`src/rtl/imm_extend_pipe.sv`:
```
// Registered immediate-extension stage with a two-entry skid buffer.
// Operands are extended on entry and leave in order with their tag.
module imm_extend_pipe #(
  parameter int unsigned SIZE_IN  = 16,
  parameter int unsigned SIZE_OUT = 32,
  parameter int unsigned BR_SHIFT = 2,
  parameter int unsigned TAG_W    = 5
) (
  input  logic                clk,
  input  logic                rst_n,
  input  logic                flush,
  input  logic                in_valid,
  output logic                in_ready,
  input  logic [SIZE_IN-1:0]  in_imm,
  input  logic [1:0]          in_mode,
  input  logic [TAG_W-1:0]    in_tag,
  output logic                out_valid,
  input  logic                out_ready,
  output logic [SIZE_OUT-1:0] out_data,
  output logic [TAG_W-1:0]    out_tag
);

  localparam int unsigned UP_SHIFT = SIZE_OUT - SIZE_IN;

  localparam logic [1:0] MODE_SIGN   = 2'b00;
  localparam logic [1:0] MODE_ZERO   = 2'b01;
  localparam logic [1:0] MODE_UPPER  = 2'b10;
  localparam logic [1:0] MODE_BRANCH = 2'b11;

  typedef enum logic [1:0] {
    ST_EMPTY = 2'd0,
    ST_ONE   = 2'd1,
    ST_FULL  = 2'd2
  } state_e;

  typedef struct packed {
    logic [SIZE_OUT-1:0] data;
    logic [TAG_W-1:0]    tag;
  } entry_t;

  state_e state, state_nxt;
  entry_t m_q, s_q;
  entry_t new_c;

  logic [SIZE_OUT-1:0] sext_c;
  logic [SIZE_OUT-1:0] ext_c;
  logic in_xfer_c, out_xfer_c;
  logic ld_m_in, ld_m_skid, ld_s;

  // Extension: the signed cast sign-fills, including the SIZE_IN == SIZE_OUT case
  always_comb begin
    sext_c = SIZE_OUT'($signed(in_imm));
    ext_c  = sext_c;
    unique case (in_mode)
      MODE_SIGN:   ext_c = sext_c;
      MODE_ZERO:   ext_c = SIZE_OUT'(in_imm);
      MODE_UPPER:  ext_c = SIZE_OUT'(in_imm) << UP_SHIFT;
      MODE_BRANCH: ext_c = sext_c << BR_SHIFT;
      default:     ext_c = sext_c;
    endcase
  end

  always_comb begin
    new_c.data = ext_c;
    new_c.tag  = in_tag;
  end

  assign in_xfer_c  = in_valid && in_ready;
  assign out_xfer_c = out_valid && out_ready;

  // Buffer controller: next state and register load enables
  always_comb begin
    state_nxt = state;
    ld_m_in   = 1'b0;
    ld_m_skid = 1'b0;
    ld_s      = 1'b0;
    unique case (state)
      ST_EMPTY: begin
        if (in_xfer_c) begin
          ld_m_in   = 1'b1;
          state_nxt = ST_ONE;
        end
      end
      ST_ONE: begin
        if (in_xfer_c && out_xfer_c) begin
          ld_m_in = 1'b1;
        end else if (in_xfer_c) begin
          ld_s      = 1'b1;
          state_nxt = ST_FULL;
        end else if (out_xfer_c) begin
          state_nxt = ST_EMPTY;
        end
      end
      ST_FULL: begin
        if (out_xfer_c) begin
          ld_m_skid = 1'b1;
          state_nxt = ST_ONE;
        end
      end
      default: state_nxt = ST_EMPTY;
    endcase
    // Flush wins over every transfer and drops any concurrent input
    if (flush) begin
      state_nxt = ST_EMPTY;
      ld_m_in   = 1'b0;
      ld_m_skid = 1'b0;
      ld_s      = 1'b0;
    end
  end

  // State and handshake flags are registered so in_ready never sees out_ready
  always_ff @(posedge clk or negedge rst_n) begin
    if (!rst_n) begin
      state     <= ST_EMPTY;
      in_ready  <= 1'b1;
      out_valid <= 1'b0;
    end else begin
      state     <= state_nxt;
      in_ready  <= (state_nxt != ST_FULL);
      out_valid <= (state_nxt != ST_EMPTY);
    end
  end

  // Main register holds steady unless it is reloaded
  always_ff @(posedge clk or negedge rst_n) begin
    if (!rst_n) begin
      m_q <= '0;
    end else if (ld_m_in) begin
      m_q <= new_c;
    end else if (ld_m_skid) begin
      m_q <= s_q;
    end
  end

  always_ff @(posedge clk or negedge rst_n) begin
    if (!rst_n) begin
      s_q <= '0;
    end else if (ld_s) begin
      s_q <= new_c;
    end
  end

  assign out_data = m_q.data;
  assign out_tag  = m_q.tag;

endmodule
```
`config.mk`:
```
export PLATFORM = sky130hd
export DESIGN_NAME = imm_extend_pipe
export DESIGN_NICKNAME = d
export VERILOG_FILES = /design/src/rtl/imm_extend_pipe.sv
export SDC_FILE = /design/constraint.sdc
export NUM_CORES = 1
export LEC_CHECK = 0
export CAP_MARGIN = 20
export CORE_ASPECT_RATIO = 0.5
export CORE_MARGIN = 2
export CORE_UTILIZATION = 49
export CTS_BUF_LIST = sky130_fd_sc_hd__clkbuf_16
export DETAILED_ROUTE_END_ITERATION = 8
export GPL_ROUTABILITY_DRIVEN = 0
export PLACE_DENSITY = 0.77
export SYNTH_ARGS = -nofsm -noshare
export SYNTH_HDL_FRONTEND = slang
export SYNTH_SLANG_ARGS = --single-unit
```
`constraint.sdc`:
```
create_clock -name clk -period 1.5 [get_ports clk]
set_clock_uncertainty 0.05 [all_clocks]
set_input_delay 0.15 -clock clk [delete_from_list [all_inputs] [get_ports clk]]
set_output_delay 0.15 -clock clk [all_outputs]
set_load 0.03 [all_outputs]
```
======== Word level (Yosys, flattened, before mapping) ========
Cells that the tools add are included.
operators by class
  eq/ne operators ......................... 6
  muxes and demuxes ....................... 20
  reductions and logical operators ........ 7
operators by type and width
  cell                                                                    count
  32-bit one-hot mux with 4 select lines                                  1
  37-bit two-way mux                                                      2
  2-bit two-way mux                                                       6
  1-bit two-way mux                                                       9
  2-bit equality test (second input constant)                             3
  2-bit one-hot mux with 3 select lines                                   1
  2-bit by 1-bit equality test with 1-bit output (second input constant)  2
  2-bit logical NOT                                                       2
  2-bit nonzero test                                                      2
  1-bit logical AND                                                       3
  2-bit != test (second input constant)                                   1
  1-bit one-hot mux with 2 select lines                                   1
word-level totals
  flip-flop bits (word level) ............. 78
  input port bits ......................... 28
  output and inout bits ................... 39
  word-level logic and storage cells ...... 40

======== Depth between registers and ports, before layout ========
Gate-level depths: netlist of the first run.
  depth after elaboration ................. 7
  mapped depth ............................ 6
  mapped depth without buffers ............ 3

======== Worst setup path after synthesis of the first run ========
Ideal clock, no wire load.
  path kind ............................... flip-flop to flip-flop
  start ................................... register out_valid
  end ..................................... register s_q[5] (netlist name)
  data arrival time ....................... 1434 ps
  data required time ...................... 1325 ps
  setup slack ............................. -108 ps
  stages on the path, launching flop included .. 5
  clock period less this slack ............ 1608 ps
  path through ............................ dfrtp_1 > a21bo_2 > buf_4 > nor2_1 > mux2_2
on the way
  cells in the longest elaborated chain, start to end .. 5
ends and longest elaborated chain
  what                    RTL line  RTL
  from (decl)             17        output logic out_valid,
  from (signal assigned)  120       out_valid <= (state_nxt != ST_EMPTY);
  1-bit logical AND       69        assign out_xfer_c = out_valid && out_ready;
  1-bit logical AND       85        if (in_xfer_c && out_xfer_c) begin
  1-bit two-way mux       85
  1-bit two-way mux       77        unique case (state)
  1-bit two-way mux       103       if (flush) begin
  to (signal assigned)    139       s_q <= new_c;
  to (decl)               42        entry_t m_q, s_q;
No other way between the ends.
A chain may end at the register's enable or synchronous reset.

======== Worst setup path in the final report of the first run ========
  start ................................... register in_ready
  end ..................................... register s_q[3] (netlist name)
on the way
  cells in the longest elaborated chain, start to end .. 5
  elaborated cells on any way between the ends .. 6
  classes of those cells .................. mux: 4; reduce/logical: 2
ends and longest elaborated chain
  what                                                    RTL line  RTL
  from (decl)                                             13        output logic in_ready,
  from (signal assigned)                                  119       in_ready <= (state_nxt != ST_FULL);
  1-bit logical AND *                                     68        assign in_xfer_c = in_valid && in_ready;
  1-bit two-way mux or 1-bit logical AND (tied branches)  87, 85
  1-bit two-way mux *                                     85
  1-bit two-way mux *                                     77
  1-bit two-way mux *                                     103
Mark *: on every way between the ends. The rest lies on a longest branch, timed or not.

==> results of run 1 <==
-- what timing repair did --
item / CTS / global route
endpoints found under the hold margin: 22 / 0
hold buffers: 1 / 0
buffers inserted: 2 / 1
gates cloned: 0 / 2
resized for setup: 52 / 44
setup endpoints to repair: 93 / 57
pin swaps: 1 / 3
-- state kept, by name, summed over array words and instances (netlist names) --
register,flops
s_q,37
out_data,32
out_valid,1
out_tag,5
in_ready,1
state,2
-- final cells by class --
cell class,instances,area share
inverters,2,0.00136
clock buffers,9,0.0407
repair buffers,112,0.206
well taps,112,0.0253
flip-flops and latches,78,0.353
multi-input cells,296,0.368
clock inverters,7,0.00587
-- power by group through the flow --
stage	Sequential [mW]	Clock, mW	Combinational, mW
after floorplan	3.83	0	1.35
after global placement	3.22	0	3.11
after detailed placement	3.26	0	3.17
after CTS	3.22	1.94	3.00
after global routing	3.34	2.05	3.34
final	3.24	1.92	3.09
-- routing by layer --
metal  global-route usage  part of all wire  wire length [um]  up-vias
li1                     -                 -                 -     1724
met2                0.409              0.47              5500      131
met4               0.0456             0.011               130        0
met1                0.367              0.46              5360     1828
met5                    0                 0                 0        -
met3               0.0592             0.055               637       15
-- cell usage after synthesis (all sizes together), types with 3 or more instances --
| master | n | area share |
|---|---|---|
| clkbuf | 17 | 0.016 |
| nor2b | 43 | 0.065 |
| a21oi | 32 | 0.039 |
| buf | 28 | 0.052 |
| a31oi | 7 | 0.011 |
| nor3 | 7 | 0.0084 |
| mux2 | 22 | 0.059 |
| nand3 | 7 | 0.0084 |
| nand2 | 3 | 0.0051 |
| o21ai | 98 | 0.12 |
| a22oi | 59 | 0.11 |
| dfrtp | 77 | 0.46 |
-- kinds of logic (layout without fill, tap and decap cells) --
family,Yosys count,in the layout,synth area share
buf+inv,47,130,0.0690
flops,78,78,0.468
mux,22,22,0.0594
compound gates,202,202,0.291
simple gates,71,71,0.110
xor+xnor,1,1,0.00210
-- worst paths after layout --
check                                    startpoint                       end  slack [ns]  cells after the start
worst max-delay path             in_ready$_DFF_PN1_        s_q[3]$_DFFE_PN0P_       -0.04                      3
worst min-delay path                          rst_n  out_data[24]$_DFFE_PN0P_        0.21                      2
worst max register to register   in_ready$_DFF_PN1_        s_q[3]$_DFFE_PN0P_       -0.04                      3
worst min register to register  s_q[16]$_DFFE_PN0P_       s_q[16]$_DFFE_PN0P_        0.44                      2
max in group asynchronous                     rst_n        state[0]$_DFF_PN0_        0.63                      3
min in group clk                          in_tag[1]        s_q[1]$_DFFE_PN0P_        0.40                      2
-- stage by stage --
| step | area (um^2) | hold slack [ns] | TNS, ns |
|---|---|---|---|
| finish | 5540 | 0.210 | -0.201 |
| global route | 5540 | 0.236 | -2.26 |
| CTS | 5370 | 0.215 | 0 |
| detailed placement | 5080 | 0.0310 | -15.30 |
| global placement | 5080 | 0.0232 | -14.12 |
| floorplan | 4200 | -0.196 | -0.290 |
-- cell usage in the layout (no fill, tap or decap), types with 2 or more instances in the layout --
master and n:
and2b_1 2, nand3_1 7, buf_4 25, mux2_2 15, buf_12 10, nor3_1 5, a21oi_1 31, o21ai_2 2
mux2_4 2, buf_6 6, buf_8 3, nand2_4 2, inv_1 3, nor2_4 2, nor2b_1 43, a31oi_1 7
o21ai_0 39, dlygate4sd2_1 39, clkinv_2 2, clkinv_1 3, clkbuf_16 10, dfrtp_1 75, clkdlybuf4s50_1 26, dfrtp_2 2
o21ai_1 57, a22oi_2 6, mux2_1 5, a22oi_1 53
==> flow_summary_export.csv, run 1 <==
group,metric,value,unit
status,status,"complete, but fails checks",
status,violations,"setup timing",
timing,finalWorstSetupSlack,-0.0392,ns
global_routing,grt_pass1_wl,19.0,mm
placement,port_buffers,66,
power,switchingPower,3.03,mW
floorplanning,dieArea,0.00931,mm^2
placement,hpwl,7.42,mm
cells_and_area,fin_nets,527,
synthesis,synth_area,0.00417,mm^2
worst_setup_path,cp.required,1.67,ns
timing,finalCritPeriodShare,1.03,
cells_and_area,fill_cells,606,
floorplanning,rows,23,
power,intPower,5.22,mW
synthesis,synthArstFlopShare,1.00,
power,sequentialPowerShare,0.393,
cts,clkTransAtPathRegs,0.06,ns
cts,htree_levels,3,
worst_setup_path,path_cells,"and4bb_4, nand2_4, mux2_1",
job,max_cap_viol_count,0,
synthesis,synth_ff_type,"dfrtp_1",
route,drt_wl_total,11.6,mm
cells_and_area,layout-drive-gt1-share,0.200,
route,drt_iter0_markers,361,
route,drt_pass1_iterations,5,
floorplanning,ios,67,
worst_setup_path,cp.arrival,1.71,ns
route,remaining_drc_errors,0,
power,clkPwrFrac,0.233,
cells_and_area,antennaDiodeCount,0,
floorplanning,fp.coreArea,0.00812,mm^2
synthesis,ys_seq_area_frac,0.468,
timing,slew_headroom,0.735,
timing,rsz0062_at_grt,"yes",
floorplanning,initial_core_util,0.514,
cts,clock_path_buffers,2,
worst_setup_path,start_kind,"register",
cts,cts_num_sinks,78,
cells_and_area,fin_util,0.683,
route,via_per_inst,6.00,
global_routing,grt_pass1_vias,3531,
cts,cts_tree,"yes",
power,power,8.25,mW
global_routing,antenna_found_initial,0,
cts,clockRootBuffer,"clkbuf_16",
cells_and_area,final-instance-count-excl-fill,616,
cts,numCtsBuffers,9,
synthesis,synthesis.instances,421,
worst_setup_path,end_kind,"register",
power,p_per_area,1490,mW/mm^2
timing,max_freq,650,MHz
synthesis,avgSynthCellArea,9.91,um^2
cells_and_area,multi_input_area,0.00204,mm^2
synthesis,synth_edf_count,0,
power,vdd_drop_max,0.000783,V
cells_and_area,seqCellArea,0.00196,mm^2
worst_setup_path,critPathSlowestCell,"dfstp_2",
worst_setup_path,max_stage_delay,0.58,ns
power,p_leak,2.25,nW
timing,setup_violations,9,
placement,dp.cells,594,
worst_setup_path,critPathTopFamily,"flip-flops",
timing,maxSlewViolCount,0,
synthesis,synth_cell_type_count,39,
timing,tightestPinTransition,0.397,ns
synthesis,synth_seq_cells,78,
global_routing,grtUsageTotal,0.257,
global_routing,overflow,0,
floorplanning,dieHeight,69.2,um
worst_setup_path,path_class,"register to register",
route,wl_per_cell,18.9,um
timing,hold_violations,0,
worst_setup_path,worst-path-buf-inv,0,
synthesis,synthesis.nets,449,
worst_setup_path,crit_path_max_fanout,7,
power,netSwitchingFraction,0.367,
route,routed-via-count,3698,
power,p_comb_frac,0.375,
worst_hold_path,hold_class,"input port to async pin",
placement,post-place-ws,-0.327,ns
global_routing,grt_max_degree,62,
cts,clock_latency,0.34,ns
floorplanning,die_width,134,um
route,ant_nets,0,
timing,min_period,1.54,ns
cells_and_area,area_delta_synth_final,32.9,%
synthesis,yosys_warnings,0,
(Power assumes the default switching activity.)
==> run 2, diff against run 1 <==
CTS_CLUSTER_SIZE = 20   (was not set)
HOLD_SLACK_MARGIN = 0.06   (was not set)
SETUP_SLACK_MARGIN = 0.02   (was not set)
==> flow_summary_export.csv, run 2 (synthesis gave the netlist of run 1 again) <==
group,metric,value,unit
status,status,"complete, but fails checks",
status,violations,"setup timing",
worst_setup_path,worst-path-buf-inv,1,
cells_and_area,final_common_cell,"dfrtp_1",
worst_setup_path,r2r_start,"in_ready$_DFF_PN1_",
worst_setup_path,cp.required,1.67,ns
worst_setup_path,reg2regPathDepth,4,
timing,finalCritPeriodShare,1.01,
cts,clock_latency,0.34,ns
cts,htree_levels,3,
global_routing,grt_pass1_vias,3682,
route,highest_layer,"met4",
cts,cts_tree,"yes",
placement,hpwl,7.40,mm
global_routing,grtUsageTotal,0.256,
cells_and_area,design_area,0.00558,mm^2
floorplanning,ios,67,
timing,tightestPinTransition,0.412,ns
power,vdd_drop_max,0.000789,V
placement,dp.cells,600,
placement,port_buffers,66,
cts,numCtsBuffers,9,
worst_hold_path,hold_class,"input port to async pin",
cells_and_area,fin_nets,530,
worst_setup_path,worst-path-stages,4,
floorplanning,dieHeight,69.2,um
timing,finalSetupTns,-0.0290,ns
power,p_comb_frac,0.362,
placement,postPlaceCellArea,0.00517,mm^2
floorplanning,die_width,134,um
cts,cts_num_sinks,78,
cells_and_area,most-common-layout-cells,"75 x dfrtp_1, 55 x o21ai_1, 53 x a22oi_1",
global_routing,grt_pass1_wl,18.7,mm
timing,hold_violations,0,
timing,finalWorstSetupSlack,-0.0149,ns
route,drt_iter0_markers,271,
cells_and_area,largest_reg_flops,37,
power,clkPwrFrac,0.264,
power,p_leak,2.29,nW
timing,maxSlewViolCount,0,
power,netSwitchingFraction,0.355,
timing,setup_violations,4,
worst_setup_path,r2r_end,"s_q[6]$_DFFE_PN0P_",
route,remaining_drc_errors,0,
cts,clkTransAtPathRegs,0.06,ns
worst_setup_path,critPathSlowestCell,"dfstp_2",
worst_setup_path,path_class,"register to register",
route,drt_pass1_iterations,5,
global_routing,antenna_found_initial,0,
worst_setup_path,crit_path_max_fanout,4,
floorplanning,fp.coreArea,0.00812,mm^2
power,switchingPower,3.08,mW
cts,clockRootBuffer,"clkbuf_16",
route,drt_wl_total,11.7,mm
timing,max_freq,660,MHz
floorplanning,rows,23,
route,ant_nets,0,
worst_setup_path,path_cells,"nand4bb_1, buf_6, nor2_4, mux2_4",
route,wl_met3,720,um
cells_and_area,final-instance-count-excl-fill,618,
cells_and_area,layout-drive-gt1-share,0.217,
global_routing,grt_max_degree,49,
timing,rsz0062_at_grt,"yes",
route,wl_met1,5.23,mm
worst_setup_path,max_stage_delay,0.56,ns
job,max_cap_viol_count,0,
route,wl_per_cell,19.0,um
global_routing,overflow,0,
worst_setup_path,rrSetupSlack,-0.01,ns
floorplanning,initial_core_util,0.514,
worst_setup_path,start_kind,"register",
floorplanning,dieArea,0.00931,mm^2
cts,clock_path_buffers,2,
worst_setup_path,cp.arrival,1.69,ns
worst_setup_path,critPathTopFamily,"flip-flops",
cells_and_area,antennaDiodeCount,0,
timing,slew_headroom,0.725,
route,routed-via-count,3766,
route,wl_met2,5.62,mm
cells_and_area,top_register,"s_q",
route,via_per_inst,6.09,
power,intPower,5.59,mW
power,p_per_area,1550,mW/mm^2
cells_and_area,area_delta_synth_final,33.8,%
timing,min_period,1.51,ns
worst_setup_path,end_kind,"register",
power,sequentialPowerShare,0.374,
run 2: stage by stage:
step           hold WS (ns)  utilization  total power, mW  setup WS (ns)
2_1_floorplan        -0.196            -             5.20        -0.0405
3_3_place_gp         0.0523        0.637             6.37         -0.228
3_5_place_dp         0.0587        0.637             6.47         -0.278
4_1_cts               0.245        0.675             8.57         0.0151
5_1_grt               0.264        0.688             9.11        -0.0745
6_report              0.232        0.688             8.67        -0.0149
run 2: how the worst max path moves through the flow:
stage                               endpoint          startpoint
floorplan                 s_q[0]$_DFFE_PN0P_  in_ready$_DFF_PN1_
global placement    out_data[20]$_DFFE_PN0P_          in_mode[0]
detailed placement    out_tag[1]$_DFFE_PN0P_               flush
CTS                       s_q[5]$_DFFE_PN0P_  in_ready$_DFF_PN1_
global route        out_data[12]$_DFFE_PN0P_  state[1]$_DFF_PN0_
finish                    s_q[6]$_DFFE_PN0P_  in_ready$_DFF_PN1_
run 2: timing repair:
item	in CTS	in global routing
hold buffers	1	0
gates resized for setup	49	24
setup buffers	1	0
setup endpoints to repair	110	69
gates cloned	0	1
endpoints found under the hold margin	50	0
pin swaps	1	4
run 2: per-layer routing:
layer | up-vias | track usage
met1 | 1896 | 0.343
met2 | 126 | 0.405
met4 | 0 | 0.0865
met3 | 20 | 0.0702
li1 | 1724 | -
met5 | - | 0
run 2: cell type report:
cell class / count / area [um^2]
clock buffers: 9 / 225
clock inverters: 6 / 77.6
fillers: 616 / 2530
inverters: 2 / 7.51
multi-input cells: 296 / 2030
flip-flops and latches: 78 / 1960
well taps: 112 / 140
repair buffers: 115 / 1140
run 2: power by group through the flow:
stage	sequential, mW	combinational, mW	clock (mW)
final	3.24	3.13	2.29
after detailed placement	3.26	3.21	0
after global placement	3.23	3.14	0
after global routing	3.32	3.39	2.39
after CTS	3.22	3.05	2.30
after floorplan	3.83	1.37	0
